<file path="config.mk">
export PLATFORM = sky130hd
export DESIGN_NAME = game_ctrl_flat
export DESIGN_NICKNAME = d
export VERILOG_FILES = /design/src/rtl/game_ctrl_if.sv /design/src/rtl/game_ctrl.sv /design/src/flat_wrapper.sv
export SDC_FILE = /design/constraint.sdc
export NUM_CORES = 1
export LEC_CHECK = 0
export BUFFER_PORTS_ARGS = -buffer_cell sky130_fd_sc_hd__buf_2
export CAP_MARGIN = 10
export CELL_PAD_IN_SITES_DETAIL_PLACEMENT = 1
export CELL_PAD_IN_SITES_GLOBAL_PLACEMENT = 1
export CORE_AREA = 2 2 77 79
export CTS_BUF_LIST = sky130_fd_sc_hd__clkbuf_4
export CTS_CLUSTER_DIAMETER = 120
export DETAILED_ROUTE_END_ITERATION = 10
export DIE_AREA = 0 0 79 81
export PLACE_DENSITY = 0.89
export RECOVER_POWER = 50
export SYNTH_ARGS = -nofsm -noshare
export SYNTH_HDL_FRONTEND = slang
export SYNTH_SLANG_ARGS = --single-unit
</file>
<file path="constraint.sdc">
create_clock -name i_clk -period 6 [get_ports i_clk]
set_clock_uncertainty 0.2 [all_clocks]
set_input_delay 0.6 -clock i_clk [delete_from_list [all_inputs] [get_ports i_clk]]
set_output_delay 0.6 -clock i_clk [all_outputs]
set_load 0.1 [all_outputs]
</file>
<file path="src/rtl/game_ctrl_if.sv">
// game_ctrl_if: groups the frame/sprite/button inputs and the game status
// outputs of game_ctrl.
//   master : video/sprite side; drives i_* and observes o_*.
//   slave  : game_ctrl; consumes i_* and drives o_*.
// Signals:
//   i_v_sync        vertical sync; 0->1 marks a frame boundary
//   i_pix_valid     current pixel is in the active area
//   i_penguin_hit   penguin sprite covers current pixel
//   i_glacier1_hit  glacier 1 sprite covers current pixel
//   i_glacier2_hit  glacier 2 sprite covers current pixel
//   i_btn_start     raw asynchronous start button
//   o_state         0=IDLE 1=PLAY 2=HIT 3=OVER
//   o_run           sprite motion enable
//   o_penguin_blank penguin suppressed (invulnerability blink)
//   o_lives         remaining lives
//   o_score         frames survived, saturating
//   o_frame_tick    one-cycle pulse per frame boundary
interface game_ctrl_if;
    logic        i_v_sync;
    logic        i_pix_valid;
    logic        i_penguin_hit;
    logic        i_glacier1_hit;
    logic        i_glacier2_hit;
    logic        i_btn_start;
    logic [1:0]  o_state;
    logic        o_run;
    logic        o_penguin_blank;
    logic [1:0]  o_lives;
    logic [13:0] o_score;
    logic        o_frame_tick;

    modport master (
        output i_v_sync, i_pix_valid, i_penguin_hit, i_glacier1_hit,
               i_glacier2_hit, i_btn_start,
        input  o_state, o_run, o_penguin_blank, o_lives, o_score, o_frame_tick
    );

    modport slave (
        input  i_v_sync, i_pix_valid, i_penguin_hit, i_glacier1_hit,
               i_glacier2_hit, i_btn_start,
        output o_state, o_run, o_penguin_blank, o_lives, o_score, o_frame_tick
    );
endinterface

</file>
<file path="src/rtl/game_ctrl.sv">
// game_ctrl: frame-level game controller for the penguin/glacier display.
// Debounces the start button, detects frame boundaries from v_sync, latches
// penguin/glacier collisions within a frame and runs the game FSM
// (IDLE, PLAY, HIT/invulnerable, OVER). All outputs are registered.
// Ports:
//   i_clk  pixel clock
//   i_rst  synchronous active-high reset
//   bus    game_ctrl_if.slave (sprite/frame/button inputs, status outputs)
module game_ctrl #(
    parameter int DEBOUNCE_CYCLES = 250000,
    parameter int INVULN_FRAMES   = 90,
    parameter int START_LIVES     = 3,
    parameter int SCORE_MAX       = 9999
) (
    input  logic        i_clk,
    input  logic        i_rst,
    game_ctrl_if.slave  bus
);

    typedef enum logic [1:0] {
        S_IDLE = 2'd0,
        S_PLAY = 2'd1,
        S_HIT  = 2'd2,
        S_OVER = 2'd3
    } state_t;

    localparam int CNT_W = $clog2(DEBOUNCE_CYCLES);

    // button path
    logic             btn_meta, btn_sync, btn_deb, btn_deb_d, press;
    logic [CNT_W-1:0] deb_cnt;

    // frame / collision
    logic v_sync_d, frame_tick, coll_latch;

    // game state
    state_t      state, state_n;
    logic [1:0]  lives, lives_n;
    logic [13:0] score, score_n;
    logic [7:0]  inv, inv_n;
    logic        run, blank;

    function automatic logic [13:0] sat_inc(input logic [13:0] s);
        if (s >= 14'(SCORE_MAX))
            return 14'(SCORE_MAX);
        else
            return s + 14'd1;
    endfunction

    always_ff @(posedge i_clk) begin
        if (i_rst) begin
            btn_meta  <= 1'b0;
            btn_sync  <= 1'b0;
            btn_deb   <= 1'b0;
            btn_deb_d <= 1'b0;
            press     <= 1'b0;
            deb_cnt   <= '0;
        end else begin
            btn_meta  <= bus.i_btn_start;
            btn_sync  <= btn_meta;
            // Counter measures how long the synchronized level has disagreed
            // with the accepted level; it is accepted on the last count.
            if (btn_sync == btn_deb) begin
                deb_cnt <= '0;
            end else if (deb_cnt == CNT_W'(DEBOUNCE_CYCLES - 1)) begin
                btn_deb <= btn_sync;
                deb_cnt <= '0;
            end else begin
                deb_cnt <= deb_cnt + 1'b1;
            end
            btn_deb_d <= btn_deb;
            press     <= btn_deb & ~btn_deb_d;
        end
    end

    always_ff @(posedge i_clk) begin
        if (i_rst) begin
            v_sync_d   <= 1'b0;
            frame_tick <= 1'b0;
            coll_latch <= 1'b0;
        end else begin
            v_sync_d   <= bus.i_v_sync;
            frame_tick <= bus.i_v_sync & ~v_sync_d;
            // Clearing on the tick takes priority, so a hit on that exact
            // cycle belongs to neither frame.
            if (frame_tick)
                coll_latch <= 1'b0;
            else if (bus.i_pix_valid & bus.i_penguin_hit &
                     (bus.i_glacier1_hit | bus.i_glacier2_hit) & ~blank)
                coll_latch <= 1'b1;
        end
    end

    always_comb begin
        state_n = state;
        lives_n = lives;
        score_n = score;
        inv_n   = inv;
        case (state)
            S_IDLE: begin
                lives_n = 2'(START_LIVES);
                score_n = '0;
                inv_n   = '0;
                if (press)
                    state_n = S_PLAY;
            end
            S_PLAY: begin
                if (frame_tick) begin
                    if (coll_latch) begin
                        if (lives == 2'd1) begin
                            lives_n = 2'd0;
                            state_n = S_OVER;
                        end else begin
                            lives_n = lives - 2'd1;
                            inv_n   = 8'(INVULN_FRAMES);
                            state_n = S_HIT;
                        end
                    end else begin
                        score_n = sat_inc(score);
                    end
                end
            end
            S_HIT: begin
                if (frame_tick) begin
                    score_n = sat_inc(score);
                    inv_n   = inv - 8'd1;
                    if (inv == 8'd1)
                        state_n = S_PLAY;
                end
            end
            S_OVER: begin
                if (press) begin
                    lives_n = 2'(START_LIVES);
                    score_n = '0;
                    state_n = S_IDLE;
                end
            end
            default: state_n = S_IDLE;
        endcase
    end

    // run/blank are registered from next-state values so they line up with state
    always_ff @(posedge i_clk) begin
        if (i_rst) begin
            state <= S_IDLE;
            lives <= 2'(START_LIVES);
            score <= '0;
            inv   <= '0;
            run   <= 1'b0;
            blank <= 1'b0;
        end else begin
            state <= state_n;
            lives <= lives_n;
            score <= score_n;
            inv   <= inv_n;
            run   <= (state_n == S_PLAY) || (state_n == S_HIT);
            blank <= (state_n == S_HIT) && inv_n[3];
        end
    end

    assign bus.o_state         = state;
    assign bus.o_run           = run;
    assign bus.o_penguin_blank = blank;
    assign bus.o_lives         = lives;
    assign bus.o_score         = score;
    assign bus.o_frame_tick    = frame_tick;

endmodule

</file>
<file path="src/flat_wrapper.sv">
// flat-port wrapper written by rule: the top's interface ports become plain ports
module game_ctrl_flat 
#(
    parameter int DEBOUNCE_CYCLES = 250000,
    parameter int INVULN_FRAMES   = 90,
    parameter int START_LIVES     = 3,
    parameter int SCORE_MAX       = 9999
)
  (i_clk, i_rst, bus_i_v_sync, bus_i_pix_valid, bus_i_penguin_hit, bus_i_glacier1_hit, bus_i_glacier2_hit, bus_i_btn_start, bus_o_state, bus_o_run, bus_o_penguin_blank, bus_o_lives, bus_o_score, bus_o_frame_tick);
  game_ctrl_if bus_i ();
  input  logic i_clk;
  input  logic i_rst;
  input wire logic [$bits(bus_i.i_v_sync)-1:0] bus_i_v_sync;
  input wire logic [$bits(bus_i.i_pix_valid)-1:0] bus_i_pix_valid;
  input wire logic [$bits(bus_i.i_penguin_hit)-1:0] bus_i_penguin_hit;
  input wire logic [$bits(bus_i.i_glacier1_hit)-1:0] bus_i_glacier1_hit;
  input wire logic [$bits(bus_i.i_glacier2_hit)-1:0] bus_i_glacier2_hit;
  input wire logic [$bits(bus_i.i_btn_start)-1:0] bus_i_btn_start;
  output wire logic [$bits(bus_i.o_state)-1:0] bus_o_state;
  output wire logic [$bits(bus_i.o_run)-1:0] bus_o_run;
  output wire logic [$bits(bus_i.o_penguin_blank)-1:0] bus_o_penguin_blank;
  output wire logic [$bits(bus_i.o_lives)-1:0] bus_o_lives;
  output wire logic [$bits(bus_i.o_score)-1:0] bus_o_score;
  output wire logic [$bits(bus_i.o_frame_tick)-1:0] bus_o_frame_tick;
  assign bus_i.i_v_sync = bus_i_v_sync;
  assign bus_i.i_pix_valid = bus_i_pix_valid;
  assign bus_i.i_penguin_hit = bus_i_penguin_hit;
  assign bus_i.i_glacier1_hit = bus_i_glacier1_hit;
  assign bus_i.i_glacier2_hit = bus_i_glacier2_hit;
  assign bus_i.i_btn_start = bus_i_btn_start;
  assign bus_o_state = bus_i.o_state;
  assign bus_o_run = bus_i.o_run;
  assign bus_o_penguin_blank = bus_i.o_penguin_blank;
  assign bus_o_lives = bus_i.o_lives;
  assign bus_o_score = bus_i.o_score;
  assign bus_o_frame_tick = bus_i.o_frame_tick;
  game_ctrl #(.DEBOUNCE_CYCLES(DEBOUNCE_CYCLES), .INVULN_FRAMES(INVULN_FRAMES), .START_LIVES(START_LIVES), .SCORE_MAX(SCORE_MAX)) u_core (.i_clk(i_clk), .i_rst(i_rst), .bus(bus_i));
endmodule
</file>
# Word-level counts from Yosys, hierarchy flattened
# Index checks and enable logic that the tools add are counted.
dict set report totals {
  register_bits 54
  out_inout_bits 21
  word_cells 81
}
dict set report op_classes {
  addsub 4
  magnitude_cmp 1
  n_eq_ne 15
  muxes 24
  n_bitwise 10
  n_reduce_logical 11
}
# op n
set ops {}
lappend ops {{$mux W14} 5}
lappend ops {{$pmux W14 S4} 1}
lappend ops {{$mux W8} 4}
lappend ops {{$pmux W8 S3} 1}
lappend ops {{$mux W2} 10}
lappend ops {{$add A18 B1 Y18 const B} 1}
lappend ops {{$eq A18 B18 Y1 const B} 1}
lappend ops {{$add A14 B1 Y14 const B} 1}
lappend ops {{$ge A14 B14 Y1 const B} 1}
lappend ops {{$eq A8 B1 Y1 const B} 1}
lappend ops {{$ne A2 B1 Y1 const B} 4}
lappend ops {{$pmux W2 S4} 1}
lappend ops {{$reduce_and A4 Y1} 2}
lappend ops {{$sub A8 B1 Y8 const B} 1}
lappend ops {{$eq A2 B1 Y1 const B} 3}
lappend ops {{$eq A2 B2 Y1 const B} 3}
lappend ops {{$pmux W2 S3} 1}
lappend ops {{$reduce_bool A3 Y1} 2}
lappend ops {{$and A1 B1 Y1} 5}
lappend ops {{$reduce_and A5 Y1} 1}
lappend ops {{$ne A2 B2 Y1 const B} 2}
lappend ops {{$not A1 Y1} 4}
lappend ops {{$reduce_or A3 Y1} 1}
lappend ops {{$logic_not A2 Y1} 1}
lappend ops {{8 further kinds} 8}

# Depth between registers and ports, before layout
dict set report depth {
  word_depth 7
  ltp_mapped 9
  ltp_nobuf 8
}

# Least setup slack after synthesis
# Ideal clock, no wire load.
dict set report synth_timing {
  path_kind {register -> register}
  startpoint {reg u_core.state[0] (netlist: u_core.bus.o_state[0])}
  endpoint {reg u_core.score[9] (netlist: u_core.bus.o_score[9])}
  setup_ns 0.126
  t_arrival_ns 2.560
  slack_ns 3.114
  path_stages_with_launch 8
  n_path_buf 0
  synth_period_minus_slack_ns 2.886
  cell_sequence {dfxtp_1 -> inv_1 -> ha_1 -> nor2_1 -> o21bai_2 -> o21bai_1 -> o21bai_1 -> nor3_1}
}
dict set report synth_between {
  elab_chain_cells 3
  elab_cells_between_ends 10
}
# element line
set synth_lines {}
lappend synth_lines {{start: declaration} game_ctrl.sv:37} ;# state_t state, state_n;
lappend synth_lines {{start signal: assignment} game_ctrl.sv:152} ;# state <= state_n;
lappend synth_lines {{$eq A2 B1 Y1 or $eq A2 B2 Y1 (tied branches)} --}
lappend synth_lines {{$ne A2 B2 Y1 (no source line) or $ne A2 B1 Y1 (tied branches)} --}
lappend synth_lines {{$reduce_and A4 Y1 (no source line)} --}
lappend synth_lines {{end signal: assignment} game_ctrl.sv:154} ;# score <= score_n;
lappend synth_lines {{end: declaration} game_ctrl.sv:39} ;# logic [13:0] score, score_n;
# Several ways; a longest one is shown, not always the timed one.
# A chain may end at the register's enable or synchronous reset.

# Worst setup path after layout
dict set report layout_timing {
  startpoint {reg u_core.state[1] (netlist: u_core.bus.o_state[1])}
  endpoint {reg u_core.score[10] (netlist: u_core.bus.o_score[10])}
}
# The elaborated chain is that of the path after synthesis.

==> qor.txt <==
Status: complete, no violations
Setup violators final: 0
Slew @ Worst Pin: 1170 ps
PostCTS Resize Cnt: 0
CTS Buffer Depth: 2
Gate power share: 0.109
Clock Latency Late Sink: 380 ps
Async S/R FF share, synth: 0
Worst hold path class: flip-flop to flip-flop
Peak Freq: 372 MHz
Worst flop-to-flop path startpoint: u_core.bus.o_state[1]
CP max FO: 14
Hold path start: u_core.btn_deb_d
Rows: 28
Synthesized area: 2700 µm²
Internal Power: 424 µW
I/O Buffers: 28
Flop pwr share: 0.621
Routed len/inst: 16.1 µm
Synth area leader: dfxtp_1
Clock sinks: 54
# IOs: 29
Initial Util: 0.476
Max-slew violation count: 0
Setup crit end kind: flip-flop
Pin count of the biggest net entering global routing: 26
Clock network power share: 0.271
Overflow after GRT: 0
Post-synth EDFFs: 0
Most frequent cells in the layout: 54 x dfxtp_1, 46 x nor2_1, 21 x clkbuf_1
N_diodes: 0
Sw power: 169 µW
CTS tree: built
Layout cells sized above 1: 0.0846
# H-tree levels: 2
# Max-Cap Violations: 0
GRT Overall Usage: 0.217
Core Util, Final: 0.513
Initial antenna violation count: 0
Placer Congestion: 0.788
Commonest non-fill, non-tap cell in the layout: dfxtp_1
Synth area leaders: dfxtp_1 40%, nor2_1 6.4%, ha_1 5.6%, xor2_1 3.6%, nor2b_1 2.8%
Leak: 1.02 nW
Syn avg cell area: 8.94 µm²
Post-layout min period: 2690 ps
Iteration count of the initial detailed-routing pass: 4
Top-area cell type share of the netlist area: 0.400
Mapped Nets: 322
Seq cells post-synth: 54
Pwr/cell area: 204 nW/µm²
Arrival @ worst endpoint: 2730 ps
Sequential area share after synthesis: 0.400
DR DRC count: 0
Vias in the first global route: 2376
Die extent in y: 81 µm
Count of cell types in the netlist: 58
Tot Pwr: 593 µW
Ratio of final minimum period to clock period: 0.448
Vias per cell: 5.76
Post-CTS setup buffers: 0
Peak VDD IR: 0.118 mV
Worst Setup SP: u_core.bus.o_state[1]
# nets final: 350
CTS root buffer: clkbuf_4
Synth Instances: 302
Via count: 2338
CTS clk-pin slew, worst paths: 160 ps
Setup TNS: 0 ps
Number of hold buffers added after CTS: 0
Dpl hpwl: 4710 µm
Area Overhead vs Synth: 7.88%
Global-route wire length before repair: 11100 µm
Antenna viol nets, final: 0
Sw Ratio: 0.285
CP Class: flip-flop to flip-flop
DRT iter0 DRCs: 153
Area of the core: 5680 µm²
Slew headroom: 0.222
Fin. Hold Viols: 0
RSZ-0062 raised after global routing: false
Number of synthesis warnings: 0
Ys flop type: dfxtp_1
TritonCTS Buffers: 5
Die footprint: 6400 µm²
Worst Path Required: 6040 ps
Startpoint types: flip-flop
Routed WL: 6540 µm
Die X: 79 µm
==> Yosys cell counts, types with 3 or more instances <==
library cell	n
dfxtp_1	54
nor2_1	46
ha_1	12
nand2_1	12
nor2b_1	12
a21oi_1	11
inv_1	11
nand3_1	11
xor2_1	11
nor3_1	9
nand4_1	8
o21ai_0	8
xnor2_1	7
and3_1	5
nand2b_1	5
o21ai_1	5
a22o_1	4
a311oi_1	4
and4_1	4
nand3b_1	4
o21bai_1	4
a31oi_1	3
buf_2	3
o211ai_1	3
or3_1	3
==> cell families after synthesis <==
logic type	count (synthesis)	share of synthesized area
AOI/OAI and AO/OA	65	0.180
xor gates and xnor gates	18	0.0584
adders and majority gates	12	0.0556
buffers and inverters	18	0.0292
DFF	54	0.400
muxes	3	0.0116
and+or+nand+nor	132	0.265
==> final timing paths <==
kind	to	slack, ps	depth (start not counted)
setup / recovery	u_core.bus.o_score[10]	3310	7
hold reg to reg	u_core.press	190	1
hold / removal	u_core.press	190	1
setup reg to reg	u_core.bus.o_score[10]	3310	7
==> critical path, cell delays in order, from the launching register on <==
cell and delay, ps:
dfxtp_1 550, inv_1 120, ha_1 310, nor2_1 310
a2bb2oi_2 570, nand3_1 140, a21oi_1 250, nor3_1 90
==> flip-flops by register name, summed over array words and instances (netlist names), 2 cells and up <==
register and count:
u_core.bus.o_state 2, u_core.deb_cnt 18, u_core.bus.o_score 14, u_core.inv 8, u_core.bus.o_lives 2
==> routing by layer <==
metal	track usage	part of all wire	vias up	wire (µm)
li1	-	-	1152	-
met5	0	0	-	0
met3	0.0367	0.035	15	232
met2	0.381	0.49	45	3200
met1	0.272	0.46	1126	2980
met4	0.0707	0.020	0	129
==> cell type report <==
cell class	count	area [µm²]
clock buffer	5	37.5
clock inverter	3	16.3
fill	727	2760
inverter	11	41.3
multi-input combinational	230	1530
sequential	54	1080
tap	75	93.8
timing repair buffer	28	114
==> power by group through the flow <==
stage          clock network (mW)  logic, mW  registers, mW
3_3_place_gp                    0     0.0629          0.376
3_5_place_dp                    0     0.0647          0.376
5_1_grt                     0.180     0.0700          0.369
6_report                    0.160     0.0645          0.368
4_1_cts                     0.168     0.0652          0.368
2_1_floorplan                   0     0.0352          0.391
==> per-stage QoR <==
stage / setup WS [ps] / cell area, µm² / instances / hold slack, ps
after floorplan: 3110 / 2700 / 302 / 167
after CTS: 3370 / 2950 / 406 / 200
after global routing: 3120 / 2910 / 406 / 209
final: 3310 / 2910 / 406 / 194
after global placement: 3570 / 2900 / 398 / 171
after detailed placement: 3400 / 2900 / 398 / 180
No activity file was read; power rests on OpenSTA's default activity.
